<file path="src/rtl/i2c_pkg.sv">
// i2c_pkg: the byte-engine command encodings, the controller FSM state
// encoding and the op-index to command decode. Both i2c_reg_access and
// anything that drives or monitors the byte engine import this package.
//
// Write sequence (ops 0..4): START, TX {dev,0}, TX reg, TX wdata, STOP
// Read sequence  (ops 0..6): START, TX {dev,0}, TX reg, START, TX {dev,1}, RX, STOP
package i2c_pkg;

    typedef enum logic [1:0] {
        CMD_START = 2'd0,
        CMD_STOP  = 2'd1,
        CMD_TX    = 2'd2,
        CMD_RX    = 2'd3
    } i2c_cmd_e;

    typedef enum logic [2:0] {
        ST_IDLE      = 3'd0,
        ST_ISSUE     = 3'd1,
        ST_WAIT_ACK  = 3'd2,
        ST_WAIT_DONE = 3'd3,
        ST_GAP       = 3'd4,
        ST_FINISH    = 3'd5
    } state_e;

    localparam logic [2:0] WR_STOP_OP = 3'd4;
    localparam logic [2:0] RD_STOP_OP = 3'd6;

    function automatic logic [2:0] stop_op(input logic rw);
        return rw ? RD_STOP_OP : WR_STOP_OP;
    endfunction

    function automatic i2c_cmd_e op_cmd(input logic rw, input logic [2:0] op);
        i2c_cmd_e c;
        c = CMD_TX;
        if (op == 3'd0)
            c = CMD_START;
        else if (op == stop_op(rw))
            c = CMD_STOP;
        else if (rw && op == 3'd3)
            c = CMD_START;
        else if (rw && op == 3'd5)
            c = CMD_RX;
        return c;
    endfunction

endpackage

</file>
<file path="src/rtl/i2c_reg_access.sv">
// i2c_reg_access: sequences one register write or register read through an
// external I2C byte engine (START / STOP / TX / RX primitives).
//
// Ports
//   clk, reset              system clock, synchronous active-high reset
//   req_valid/req_ready     request handshake (ready only in IDLE)
//   req_rw                  0 = register write, 1 = register read
//   req_dev_addr/_reg_addr  7-bit device address, 8-bit register index
//   req_wdata               write data byte
//   done                    one-cycle pulse at the end of a transaction
//   rdata                   read byte, valid from done until the next done
//   nack                    a TX op saw NACK, valid with done
//   i2c_command/_data_w     command and TX byte to the engine
//   i2c_start               one-cycle engine launch strobe
//   i2c_r_ack               ACK bit the engine drives on RX (always NACK)
//   i2c_busy/_w_ack/_data_r engine status, received ACK (1 = NACK), RX byte
//
// Parameter IDLE_GAP_CYCLES: idle cycles between consecutive engine ops.
// Macro I2C_REG_ACCESS_NACK_ABORT_EN: when defined, a NACK on any TX op
// jumps straight to the STOP op. When undefined the sequence always runs to
// completion and nack is the sticky OR of every TX ACK bit.
//
// state        | meaning
// -------------+---------------------------------------------------------
// ST_IDLE      | ready for a request; latch fields on accept
// ST_ISSUE     | pulse i2c_start for the current op
// ST_WAIT_ACK  | one cycle while the engine raises busy
// ST_WAIT_DONE | wait for busy low, then evaluate the op result
// ST_GAP       | idle spacing between ops (down-counter to zero)
// ST_FINISH    | done pulse, back to IDLE
module i2c_reg_access
    import i2c_pkg::*;
#(
    parameter int unsigned IDLE_GAP_CYCLES = 0
) (
    input  logic       clk,
    input  logic       reset,
    input  logic       req_valid,
    output logic       req_ready,
    input  logic       req_rw,
    input  logic [6:0] req_dev_addr,
    input  logic [7:0] req_reg_addr,
    input  logic [7:0] req_wdata,
    output logic       done,
    output logic [7:0] rdata,
    output logic       nack,
    output logic [1:0] i2c_command,
    output logic       i2c_start,
    output logic [7:0] i2c_data_w,
    output logic       i2c_r_ack,
    input  logic       i2c_busy,
    input  logic       i2c_w_ack,
    input  logic [7:0] i2c_data_r
);

    localparam int unsigned GAP_W = (IDLE_GAP_CYCLES > 1) ? $clog2(IDLE_GAP_CYCLES) : 1;
    localparam logic [GAP_W-1:0] GAP_LOAD =
        GAP_W'((IDLE_GAP_CYCLES == 0) ? 0 : IDLE_GAP_CYCLES - 1);

    state_e           state, state_next;
    logic [2:0]       op_idx, op_next;
    logic             rw_q;
    logic [6:0]       dev_q;
    logic [7:0]       reg_q;
    logic [7:0]       wdata_q;
    logic             nack_q;
    logic [7:0]       rx_q;
    logic [7:0]       rdata_q;
    i2c_cmd_e         cmd_q;
    logic [7:0]       data_q;
    logic [7:0]       op_data;
    logic [GAP_W-1:0] gap_cnt;
    logic             op_nack;

    assign op_nack = (cmd_q == CMD_TX) && i2c_w_ack;

    always_ff @(posedge clk) begin
        if (reset) begin
            state  <= ST_IDLE;
            op_idx <= 3'd0;
        end else begin
            state  <= state_next;
            op_idx <= op_next;
        end
    end

    always_comb begin
        state_next = state;
        op_next    = op_idx;
        req_ready  = 1'b0;
        i2c_start  = 1'b0;
        done       = 1'b0;
        case (state)
            ST_IDLE: begin
                req_ready = 1'b1;
                if (req_valid) begin
                    state_next = ST_ISSUE;
                    op_next    = 3'd0;
                end
            end
            ST_ISSUE: begin
                i2c_start  = 1'b1;
                state_next = ST_WAIT_ACK;
            end
            // Engine busy is not yet visible in the cycle after the launch.
            ST_WAIT_ACK: state_next = ST_WAIT_DONE;
            ST_WAIT_DONE: begin
                if (!i2c_busy) begin
                    if (cmd_q == CMD_STOP) begin
                        state_next = ST_FINISH;
                    end else begin
                        op_next = op_idx + 3'd1;
`ifdef I2C_REG_ACCESS_NACK_ABORT_EN
                        if (op_nack)
                            op_next = stop_op(rw_q);
`endif
                        state_next = (IDLE_GAP_CYCLES == 0) ? ST_ISSUE : ST_GAP;
                    end
                end
            end
            ST_GAP: begin
                if (gap_cnt == '0)
                    state_next = ST_ISSUE;
            end
            ST_FINISH: begin
                done       = 1'b1;
                state_next = ST_IDLE;
            end
            default: state_next = ST_IDLE;
        endcase
    end

    // TX byte for the op about to be issued. The latched request fields are
    // used directly: on accept op_next is 0 (START, no data), so the stale
    // fields of the previous request never reach the engine.
    always_comb begin
        op_data = 8'h00;
        case (op_next)
            3'd1:    op_data = {dev_q, 1'b0};
            3'd2:    op_data = reg_q;
            3'd3:    op_data = rw_q ? 8'h00 : wdata_q;
            3'd4:    op_data = rw_q ? {dev_q, 1'b1} : 8'h00;
            default: op_data = 8'h00;
        endcase
    end

    always_ff @(posedge clk) begin
        if (reset) begin
            rw_q    <= 1'b0;
            dev_q   <= 7'h00;
            reg_q   <= 8'h00;
            wdata_q <= 8'h00;
            nack_q  <= 1'b0;
            rx_q    <= 8'h00;
            rdata_q <= 8'h00;
            cmd_q   <= CMD_START;
            data_q  <= 8'h00;
            gap_cnt <= '0;
        end else begin
            if (state == ST_IDLE && req_valid) begin
                rw_q    <= req_rw;
                dev_q   <= req_dev_addr;
                reg_q   <= req_reg_addr;
                wdata_q <= req_wdata;
                nack_q  <= 1'b0;
                rx_q    <= 8'h00;
            end
            // Command and data change only when entering ISSUE, so they stay
            // stable for the whole ISSUE..WAIT_DONE window.
            if (state_next == ST_ISSUE) begin
                cmd_q  <= op_cmd(rw_q, op_next);
                data_q <= op_data;
            end
            if (state == ST_WAIT_DONE && !i2c_busy) begin
                if (op_nack)
                    nack_q <= 1'b1;
                if (cmd_q == CMD_RX)
                    rx_q <= i2c_data_r;
            end
            if (state_next == ST_GAP && state != ST_GAP)
                gap_cnt <= GAP_LOAD;
            else if (state == ST_GAP && gap_cnt != '0)
                gap_cnt <= gap_cnt - GAP_W'(1);
            // rdata only moves at the end of a read so it is held across
            // writes and stays stable from one done to the next.
            if (state_next == ST_FINISH && rw_q)
                rdata_q <= rx_q;
        end
    end

    assign rdata       = rdata_q;
    assign nack        = nack_q;
    assign i2c_command = cmd_q;
    assign i2c_data_w  = data_q;
    assign i2c_r_ack   = 1'b1;

endmodule

</file>
<file path="config.mk">
export PLATFORM = sky130hd
export DESIGN_NAME = i2c_reg_access
export DESIGN_NICKNAME = d
export VERILOG_FILES = /design/src/rtl/i2c_pkg.sv /design/src/rtl/i2c_reg_access.sv
export SDC_FILE = /design/constraint.sdc
export NUM_CORES = 1
export LEC_CHECK = 0
export ABC_CLOCK_PERIOD_IN_PS = 2560
export CAP_MARGIN = 25
export CORE_UTILIZATION = 45
export CTS_CLUSTER_SIZE = 10
export DETAILED_ROUTE_END_ITERATION = 8
export PLACE_DENSITY = 0.75
export SLEW_MARGIN = 20
export SYNTH_ARGS = -nofsm -noshare
export SYNTH_HDL_FRONTEND = slang
export SYNTH_SLANG_ARGS = --single-unit
</file>
<file path="constraint.sdc">
create_clock -name clk -period 2.56 [get_ports clk]
set_clock_uncertainty 0.1 [all_clocks]
set_input_delay 0.384 -clock clk [delete_from_list [all_inputs] [get_ports clk]]
set_output_delay 0.384 -clock clk [all_outputs]
set_load 0.02 [all_outputs]
</file>
==> flow_metrics.py, run 1 <==
metrics = {
    "route": {
        "wl_met3_um": 300,
        "dr_wl_met2_um": 3088,
        "drt_iter0_drc": 100,
        "dr.pass1.iters": 4,
        "via_per_inst": 5.535,
        "antenna_left": 0,
        "wl_met1_um": 3104,
        "wl_per_cell_um": 13.69,
        "drt-total-wl_um": 6600,
        "route.detailed.drc": 0,
        "dr.max_layer_used": "met4",
        "num_vias": 2668,
    },
    "yosys": {
        "synth_top_family_by_area": "simple AND/OR/NAND/NOR gates",
        "ys_types": 51,
        "synth_seq_cells": 58,
        "muxShareOfSynthArea_pct": 3.695,
        "synthArstFlopShare_pct": 0,
        "synth_area_leaders": "dfxtp_1 42%, nand2_1 9.6%, a21oi_1 6.8%, nor2_1 3.0%, mux2i_1 2.9%",
        "synth-compound-area-share_pct": 24.25,
        "yosys.cell_count.top_type": "nand2_1",
        "syn_area_per_cell_sq_um": 8.239,
        "ys_warn_count": 0,
        "yosys-top-cells-count": "71 x nand2_1, 58 x dfxtp_1, 38 x a21oi_1, 22 x nor2_1, 18 x clkbuf_1",
        "synthFlopType": "dfxtp_1",
        "syn_inst": 337,
        "yosysTopAreaCellShare_pct": 41.82,
        "synthAdderAreaFrac_pct": 0.4507,
        "yosysTopAreaCell": "dfxtp_1",
        "synth_simple_gate_area_share_pct": 24.65,
        "synth_xor_area_share_pct": 0.6309,
        "synthesis.area_sq_um": 2776,
        "ys_seq_area_share_pct": 41.82,
        "syn_nets": 375,
        "synth_edf_count": 0,
    },
    "outcome": {
        "status": "completed",
    },
    "placed_design": {
        "port_buffers": 58,
        "dp.cells": 467,
        "place_area_sq_um": 3506,
        "dp.final_hpwl_um": 4679,
        "place.gp.congestion": 0.8594,
    },
    "cts": {
        "clk_pin_slew_ps": 60,
        "htreeDepth": 3,
        "cts_inserted_buffers": 9,
        "worstSkewPairLatency_ps": 340,
        "cts_setup_buffers": 0,
        "root_buffer": "clkbuf_8",
        "clock_path_buffers": 2,
        "cts_tree": "built",
        "cts_hold_buf": 0,
        "cts-resized-gates": 0,
        "cts.sinks": 58,
    },
    "hold_path": {
        "min_to": "wdata_q[7]",
        "min_path_cells": 2,
        "worstHoldPathType": "flip-flop to flip-flop",
        "min_from": "wdata_q[7]",
    },
    "power": {
        "power_density_nw_per_um2": 558.1,
        "ir_worst_vdd_mv": 0.3281,
        "static-leakage-power_uw": 0.001407,
        "p_total_uw": 2061,
    },
    "timing": {
        "final-hold-violation-count": 0,
        "fmax_ghz": 0.4349,
        "relSlewSlack_pct": 66.42,
        "setup_violations": 0,
        "drv_slew": 0,
        "min_period_over_period_pct": 89.83,
        "rsz0062_at_grt": "no",
        "fin_crit_ps": 2300,
        "tightest_slew_ps": 503.8,
    },
    "floorplan": {
        "core_area_sq_um": 5921,
        "fp.dieArea_sq_um": 6488,
        "rows": 28,
        "ios": 60,
        "start_util_pct": 46.89,
        "die_w_um": 80.55,
        "die_h_um": 80.55,
    },
    "finish": {
        "final_cells": 482,
        "num_antenna_cells": 0,
        "postLayoutCellArea_sq_um": 3692,
        "syn_to_final_growth_pct": 32.99,
        "post_route_cells_drive_above_1_share_pct": 12.04,
        "fillers": 524,
        "final_nets": 441,
    },
    "critical_path": {
        "worstPathArrival_ps": 2480,
        "required_ps": 2740,
        "critPathMaxFanout": 7,
        "ff2ff_setup_slack_ps": 300,
        "path_class": "input port to flip-flop",
        "r2r_cells": 8,
        "cp-start-kind": "input port",
        "cp-end-kind": "flip-flop",
        "r2r-start": "state[0]",
        "r2r_end": "i2c_data_w[0]",
    },
    "global_routing": {
        "grt_pass1_vias": 2511,
        "grt_pass1_wl_um": 10930,
        "grt_max_degree": 33,
        "grtUsageTotal_pct": 21.93,
        "antenna_found_initial": 0,
        "grt-ovfl-total": 0,
    },
    "run": {
        "maxCapViolCount": 0,
    },
}
cells in the final DEF, fill, tap and decap left out, types with 3 or more instances in the layout:
cell,Yosys,routed
a211oi_1,8,8
a21oi_1,38,38
a221o_1,7,7
a2bb2oi_1,7,7
a31oi_1,8,8
and3b_1,3,3
buf_4,2,23
clkbuf_8,0,10
clkdlybuf4s50_1,0,57
dfxtp_1,58,57
mux2i_1,8,8
nand2_1,71,71
nand2b_1,8,8
nand3_1,13,13
nor2_1,22,22
nor3b_1,7,6
o21ai_0,9,9
o22ai_1,7,7
metrics by stage:
step | setup slack, ps | hold WS [ps] | setup TNS [ps] | util [%]
finish | 260.4 | 359.5 | 0 | 62.36
global route | 81.76 | 381.9 | 0 | 62.36
CTS | 225.6 | 361.7 | 0 | 62.34
detailed placement | -56.00 | 353.0 | -360.6 | 59.21
global placement | -2.089 | 344.3 | -2.089 | 59.21
floorplan | 450.4 | 336.4 | 0 | -
how the worst max path moves through the flow:
stage / startpoint / cells after the start / end
final: req_valid / 7 / i2c_data_w[3]
after floorplan: req_valid / 7 / i2c_data_w[1]
after detailed placement: req_valid / 8 / i2c_data_w[0]
after global placement: req_valid / 8 / i2c_command[0]
after global routing: state[0] / 8 / i2c_data_w[0]
after CTS: state[1] / 8 / i2c_data_w[0]
cell families after synthesis:
family          count (synthesis)
flops                          58
fa+ha+maj                       1
buf+inv                        27
other cells                     1
simple gates                  141
compound gates                 98
xor+xnor                        2
mux                             9
power breakdown:
part           total, uW  internal (uW)  switching (uW)
registers            964            934            30.2
logic                282            139             144
clock network        814            468             346
state kept, by name, summed over array words and instances (netlist names), 3 cells and up:
signal      cells
rdata           8
reg_q           8
op_idx          3
rx_q            8
dev_q           7
wdata_q         8
i2c_data_w      8
state           3
final cells by class:
class / count / area (sq um) / area share [%]
multi-input cells: 252 / 1499 / 40.60
inverters: 1 / 3.754 / 0.1017
repair buffers: 81 / 748.2 / 20.26
clock buffers: 12 / 145.1 / 3.931
flip-flops and latches: 58 / 1162 / 31.48
clock inverters: 3 / 40.04 / 1.084
well taps: 75 / 93.84 / 2.542
worst max-delay path, cell delays in order:
cell,delay [ps]
clkdlybuf4s50_1,490
or4b_1,550
nand3_1,210
nand3_4,110
nand3b_2,310
a211oi_1,270
a221o_1,150
routing by layer:
metal,global-route usage [%],up-vias
met4,11.96,0
met3,3.864,9
met5,0,-
li1,-,1331
met2,36.78,70
met1,26.37,1258
Power figures use the tool's default switching activity.
==> run 2: changes to the inputs <==
ABC_AREA = 1   (was not set)
PLACE_DENSITY = 0.76   (was 0.75)
==> flow_metrics.py, run 2 <==
metrics = {
    "outcome": {
        "status": "completed",
    },
    "yosys": {
        "yosys-top-cells-count": "99 x nand2_1, 58 x dfxtp_1, 45 x a21oi_1, 31 x inv_1, 31 x nor2_1",
        "synth_edf_count": 0,
        "ys_warn_count": 0,
        "yosysTopAreaCell": "dfxtp_1",
        "synthFlopType": "dfxtp_1",
        "synthArstFlopShare_pct": 0,
        "ys_types": 28,
        "yosysTopAreaCellShare_pct": 44.19,
        "syn_inst": 364,
        "syn_area_per_cell_sq_um": 7.218,
        "synth_area_leaders": "dfxtp_1 44%, nand2_1 14%, a21oi_1 8.6%, o21ai_0 5.3%, inv_1 4.4%",
        "syn_nets": 402,
        "synth_seq_cells": 58,
        "ys_seq_area_share_pct": 44.19,
        "yosys.cell_count.top_type": "nand2_1",
        "synthesis.area_sq_um": 2628,
    },
    "floorplan": {
        "core_area_sq_um": 5574,
        "fp.dieArea_sq_um": 6148,
        "ios": 60,
        "die_w_um": 78.41,
        "die_h_um": 78.41,
        "start_util_pct": 47.14,
        "rows": 27,
    },
    "finish": {
        "final_cells": 496,
        "final_nets": 461,
        "final_cell_mix": "99 x nand2_1, 58 x dfxtp_1, 58 x clkdlybuf4s50_1, 45 x a21oi_1",
        "num_antenna_cells": 0,
        "syn_to_final_growth_pct": 29.10,
        "postLayoutCellArea_sq_um": 3392,
        "layout_commonest_cell": "nand2_1",
        "fillers": 504,
        "post_route_cells_drive_above_1_share_pct": 9.906,
    },
    "global_routing": {
        "grt_pass1_vias": 2189,
        "grt-ovfl-total": 0,
        "grt_pass1_wl_um": 9611,
        "grt_max_degree": 32,
        "grtUsageTotal_pct": 20.45,
        "antenna_found_initial": 0,
    },
    "route": {
        "antenna_left": 0,
        "dr.max_layer_used": "met4",
        "num_vias": 2474,
        "drt_iter0_drc": 102,
        "via_per_inst": 4.988,
        "route.detailed.drc": 0,
        "dr.pass1.iters": 4,
        "wl_met3_um": 325,
        "drt-total-wl_um": 5820,
        "wl_per_cell_um": 11.73,
        "wl_met1_um": 2749,
        "dr_wl_met2_um": 2679,
    },
    "cts": {
        "cts_setup_buffers": 0,
        "clk_pin_slew_ps": 60,
        "htreeDepth": 3,
        "cts_hold_buf": 0,
        "cts.sinks": 58,
        "worstSkewPairLatency_ps": 330,
        "root_buffer": "clkbuf_8",
        "clock_path_buffers": 2,
        "cts_inserted_buffers": 9,
        "cts-resized-gates": 0,
        "cts_tree": "built",
    },
    "placed_design": {
        "place_area_sq_um": 3246,
        "dp.cells": 484,
        "place.gp.congestion": 0.9222,
        "dp.final_hpwl_um": 4090,
        "port_buffers": 58,
    },
    "critical_path": {
        "required_ps": 2080,
        "critPathMaxFanout": 7,
        "max_stage_delay_ps": 630,
        "r2r_cells": 6,
        "ff2ff_setup_slack_ps": 620,
        "cp_top_family": "buffers and inverters",
        "cp.depth": 3,
        "crit_chain": "inv_2 -> nor3_1 -> clkdlybuf4s50_1",
        "path_class": "flip-flop to output port",
        "cp_slowest_cell": "clkdlybuf4s50_1",
        "cp-end-kind": "output port",
        "worstPathArrival_ps": 1730,
        "cp-start-kind": "flip-flop",
        "cp_num_buf_inv": 2,
    },
    "timing": {
        "drv_slew": 0,
        "fin_crit_ps": 2217,
        "rsz0062_at_grt": "no",
        "tightest_slew_ps": 665.2,
        "fin_setup_tns_ps": 0,
        "min_period_over_period_pct": 86.59,
        "fmax_ghz": 0.4511,
        "relSlewSlack_pct": 55.60,
        "setup_violations": 0,
        "final-hold-violation-count": 0,
    },
    "power": {
        "ir_worst_vdd_mv": 0.4162,
        "power_density_nw_per_um2": 557.2,
        "static-leakage-power_uw": 0.001253,
    },
    "hold_path": {
        "worstHoldPathType": "flip-flop to flip-flop",
        "min_path_cells": 2,
    },
    "run": {
        "maxCapViolCount": 0,
    },
}
==> run 2: cell count changes in the layout (fill, tap and decap cells not counted), sizes merged, moves of 9 or more <==
cell,before,now
nor2,22,36
mux2i,9,0
o21ai,9,31
nand2,71,105
inv,0,33
buf,24,5
a21oi,39,52
==> run 2: worst paths after layout <==
check	from	endpoint
hold reg to reg	rdata[6]	rdata[6]
setup reg to reg	state[2]	rx_q[7]
hold / removal	rdata[6]	rdata[6]
setup / recovery	state[2]	done
==> run 2: worst reg2reg max path: cells and delay by family, from the launching register on <==
kind	cells	cell delay (ps)
AND/OR/NAND/NOR	3	800
AO/OA/AOI/OAI	2	380
buffers and inverters	1	160
flip-flops	1	370
==> run 2: layer usage <==
layer,track usage [%],up-vias
met2,33.25,76
met4,7.778,0
li1,-,1292
met3,6.860,7
met1,24.93,1099
met5,0,-
==> run 2: area by class of cell <==
class                   count  area (sq um)  share of cell area, %
clock buffers              11         141.4                  4.168
well taps                  72         90.09                  2.656
inverters                  35         131.4                  3.873
multi-input cells         256          1245                  36.70
repair buffers             63         618.1                  18.22
clock inverters             1         5.005                 0.1475
flip-flops and latches     58          1161                  34.23
==> run 2: cell families (layout without fill, tap and decap cells) <==
family | count (synthesis) | count (layout) | synth area share, %
AOI/OAI and AO/OA | 86 | 86 | 17.62
adders and majority gates | 1 | 1 | 0.4761
buffers and inverters | 50 | 110 | 8.429
DFF | 58 | 58 | 44.19
other | 1 | 1 | 0.1427
and+or+nand+nor | 168 | 168 | 29.14
==> run 2: per-stage QoR <==
stage	power [uW]	setup slack, ps	hold slack (ps)	utilization, %
after global routing	1984	239.1	361.1	60.85
after global placement	1236	331.2	331.6	58.23
after CTS	1901	337.1	345.6	60.85
after floorplan	1139	805.4	323.8	-
final	1890	343.3	342.4	60.85
after detailed placement	1242	274.0	336.5	58.23
==> run 2: where the power goes <==
group	total, uW	switching [uW]	leakage (uW)	internal [uW]
combinational	264	153	0.000705	110
sequential	961	21.0	0.000472	940
clock	665	312	0.0000770	354
total	1890	486	0.00125	1400
==> variant 1 (settings of run 1) <==
Build with the macro `I2C_REG_ACCESS_NACK_ABORT_EN` defined.
--- a/src/rtl/i2c_reg_access.sv
+++ b/src/rtl/i2c_reg_access.sv
@@ -29,4 +29,6 @@
 // ST_GAP       | idle spacing between ops (down-counter to zero)
 // ST_FINISH    | done pulse, back to IDLE
+`define I2C_REG_ACCESS_NACK_ABORT_EN
+
 module i2c_reg_access
     import i2c_pkg::*;
Behaviour: not the same (Yosys sat finds a counterexample within 10 cycles, from zero or initial values and one cycle with reset high).
==> variant 1 against run 1 <==
Power fell by 0.82%; sequential power barely moved; routed wire length fell by 2.0%; sequential cell count did not move; area after synthesis fell by 4.0%; register-to-register slack got worse by 0.11 ns; maximum frequency fell by 3.1%; worst setup slack got worse by 0.074 ns; final cell count fell by 1.9%; critical path depth rose by 3; non-clock buffer count fell by 1; design area fell by 1.8%; largest cell class unchanged.
==> variant 1: results (changes against run 1) <==
run_status:
  outcome: "finished, final reports clean"  # unchanged
sta:
  hold_slack_ns: 0.356  # was 0.359 ns
  max-slew-margin-rel_pct: 59.2  # was 66.4%
  fin_ws_ns: 0.187  # was 0.260 ns
global_route:
  use_met2_pct: 37.1  # was 36.8%
  grt.met3_usage_pct: 6.78  # was 3.86%
  number_of_global_route_vias_before_repair: 2451  # was 2511
  grt_start_max_net_pins: 50  # was 33
synth:
  ranking_of_synthesized_cells_by_instance_count: "74 x sky130_fd_sc_hd__nand2_1, 58 x sky130_fd_sc_hd__dfxtp_1, 37 x sky130_fd_sc_hd__a21oi_1"  # was 71 x sky130_fd_sc_hd__nand2_1, 58 x sky130_fd_sc_hd__dfxtp_1, 38 x sky130_fd_sc_hd__a21oi_1
  compound_gate_portion_of_the_synthesized_area_pct: 19.1  # was 24.2%
  syn_nets: 366  # was 375
  synthXorXnorAreaFrac_pct: 0.657  # was 0.631%
  yosysSeqAreaShare_pct: 43.5  # was 41.8%
power:
  power.share.switching_pct: 26.2  # was 25.2%
  seqPwrFrac_pct: 47.0  # was 46.8%
  cellLeakagePower_nw: 1.37  # was 1.41 nW
  power_frac_clock_pct: 41.6  # was 39.5%
  vdd_ir_drop_max_v: 0.000411  # was 0.000328 V
setup_path:
  reg2reg_depth: 7  # was 8
  cp_top_family: "buffers and inverters"  # was simple AND/OR/NAND/NOR gates
  arrival_ns: 2.54  # was 2.48 ns
  setup.worst_path.end: "i2c_data_w[1]"  # was i2c_data_w[3]
  crit-reg2reg-launch: "op_idx[0]"  # was state[0]
routing:
  routed_wire_length_per_instance_um: 13.7  # about the same
  drt_first_iter_violations: 184  # was 100
  dr.pass1.iters: 5  # was 4
  post_drt_via_cell_ratio: 5.32  # was 5.54
finish:
  final_layout_size_suffix_gt1_share_pct: 12.2  # was 12.0%
  final_cells: 473  # was 482
  final_nets: 434  # was 441
placed_design:
  post-place-cells: 457  # was 467
  routability_congestion_estimate: 0.847  # was 0.859
  dp_slack_ns: -0.218  # was -0.0560 ns
  detailed_place_hpwl_mm: 4.51  # was 4.68 mm
  detailed_place.area_mm2: 0.00341  # was 0.00351 mm²
hold_path:
  min_delay_worst_endpoint: "wdata_q[0]"  # was wdata_q[7]
  hold_path_startpoint: "wdata_q[0]"  # was wdata_q[7]
## variant 1: cell types whose count changed after synthesis, moves of 3 or more
cell,before,now
sky130_fd_sc_hd__nand2_1,71,74
sky130_fd_sc_hd__a211oi_1,8,1
sky130_fd_sc_hd__nor2_1,22,25
sky130_fd_sc_hd__o22ai_1,7,0
sky130_fd_sc_hd__a2bb2oi_1,7,14
sky130_fd_sc_hd__inv_1,0,10
sky130_fd_sc_hd__nor3b_1,7,3
sky130_fd_sc_hd__nor2b_1,2,5
sky130_fd_sc_hd__nand2b_1,8,2
sky130_fd_sc_hd__a221o_1,7,0
sky130_fd_sc_hd__a22oi_1,0,3
sky130_fd_sc_hd__a31oi_1,8,0
## variant 1: layout make-up
cell class,count,area [µm²]
Fill cell,500,1980
Inverter,10,37.5
Tap cell,72,90.1
Sequential cell,58,1160
Clock inverter,7,77.6
Multi-Input combinational cell,237,1390
Clock buffer,9,124
Timing Repair Buffer,80,746
==> variant 2 (config.mk and constraints of run 1) <==
Without the edit above. Encoding of `state_e`: now one-hot (6 bits for 6 states).
--- a/src/rtl/i2c_pkg.sv
+++ b/src/rtl/i2c_pkg.sv
@@ -14,11 +14,11 @@
     } i2c_cmd_e;
 
-    typedef enum logic [2:0] {
-        ST_IDLE      = 3'd0,
-        ST_ISSUE     = 3'd1,
-        ST_WAIT_ACK  = 3'd2,
-        ST_WAIT_DONE = 3'd3,
-        ST_GAP       = 3'd4,
-        ST_FINISH    = 3'd5
+    typedef enum logic [5:0] {
+        ST_IDLE      = 6'b000001,
+        ST_ISSUE     = 6'b000010,
+        ST_WAIT_ACK  = 6'b000100,
+        ST_WAIT_DONE = 6'b001000,
+        ST_GAP       = 6'b010000,
+        ST_FINISH    = 6'b100000
     } state_e;
 
Formal check against the unedited RTL: same outputs for any inputs over 10 cycles, from zero or initial values and one cycle with reset high; not proved beyond that.
==> variant 2 against run 1 <==
Maximum frequency decreased by 3.6%; critical path type is now reg -> out; design area decreased by 5.0%; area after synthesis decreased by 5.0%; critical endpoint is now i2c_start; sequential cell count increased by 3; largest power group unchanged; power increased by 5.4%; die area decreased by 4.8%; critical path depth decreased by 4; count of clock-buffer cells in the layout decreased by 3; routed wire length decreased by 11%; worst setup slack got worse by 0.086 ns; synthesized cell count decreased by 7.7%.
==> variant 2: results (changes against run 1) <==
global_route:
  number_of_global_route_vias_before_repair: 2215  # was 2511
  global_route.usage.total_pct: 21.1  # was 21.9%
run_status:
  outcome: "finished, final reports clean"  # unchanged
synth:
  yosysSeqAreaShare_pct: 46.3  # was 41.8%
  post_synth_num_cell_types: 50  # was 51
  synthAdderAreaFrac_pct: 0.474  # was 0.451%
  syn_nets: 349  # was 375
  compound_gate_portion_of_the_synthesized_area_pct: 19.8  # was 24.2%
  ranking_of_synthesized_cells_by_instance_count: "68 x sky130_fd_sc_hd__nand2_1, 61 x sky130_fd_sc_hd__dfxtp_1, 38 x sky130_fd_sc_hd__a21oi_1"  # was 71 x sky130_fd_sc_hd__nand2_1, 58 x sky130_fd_sc_hd__dfxtp_1, 38 x sky130_fd_sc_hd__a21oi_1
routing:
  route.met3.wl_um: 275  # was 300 µm
  routed_wire_length_per_instance_um: 13.1  # was 13.7 µm
  route.vias.total: 2324  # was 2668
  drt_first_iter_violations: 94  # was 100
  met1Wirelength_mm: 2.75  # was 3.10 mm
power:
  cellLeakagePower_nw: 1.30  # was 1.41 nW
  flip_flop_and_latch_power_w: 0.00100  # was 0.000964 W
  design_power_total_w: 0.00217  # was 0.00206 W
  combinationalPowerShare_pct: 10.1  # was 13.7%
  vdd_ir_drop_max_v: 0.000469  # was 0.000328 V
placed_design:
  detailed_place_hpwl_mm: 4.15  # was 4.68 mm
  detailed_place.area_mm2: 0.00329  # was 0.00351 mm²
  dp_slack_ns: -0.0222  # was -0.0560 ns
  post-place-cells: 433  # was 467
setup_path:
  reg2reg_depth: 7  # was 8
  critical-path-max-stage-delay_ns: 0.60  # was 0.55 ns
  crit_path_max_fanout: 5  # was 7
finish:
  final_layout_size_suffix_gt1_share_pct: 11.1  # was 12.0%
  final_cells: 449  # was 482
sta:
  tightest_pin_transition_ns: 0.651  # was 0.504 ns
## variant 2: layer usage
layer	track usage, %	vias to the layer above
met3	4.53	11
met5	0	-
met2	34.1	64
li1	-	1205
met4	11.7	0
met1	25.9	1044
## variant 2: logic make-up after synthesis
kind of cell,Yosys count
AO/OA/AOI/OAI,80
XOR/XNOR,2
adder cells (fa/ha/maj),1
buffers and inverters,23
flip-flops,61
multiplexers,9
other,1
AND/OR/NAND/NOR,134
## variant 2: layout make-up
class / instances / area, µm²
clock buffer: 9 / 124
clock inverter: 7 / 97.6
multi-input combinational: 227 / 1310
fill: 522 / 2070
timing repair buffer: 68 / 651
sequential: 61 / 1220
tap: 72 / 90.1
inverter: 5 / 18.8
## variant 2: final timing paths
check,startpoint,end,slack [ns]
max,state[3],i2c_start,0.17
min reg2reg,i2c_data_w[4],i2c_data_w[4],0.35
min,i2c_data_w[4],i2c_data_w[4],0.35
max reg2reg,state[3],i2c_data_w[1],0.31
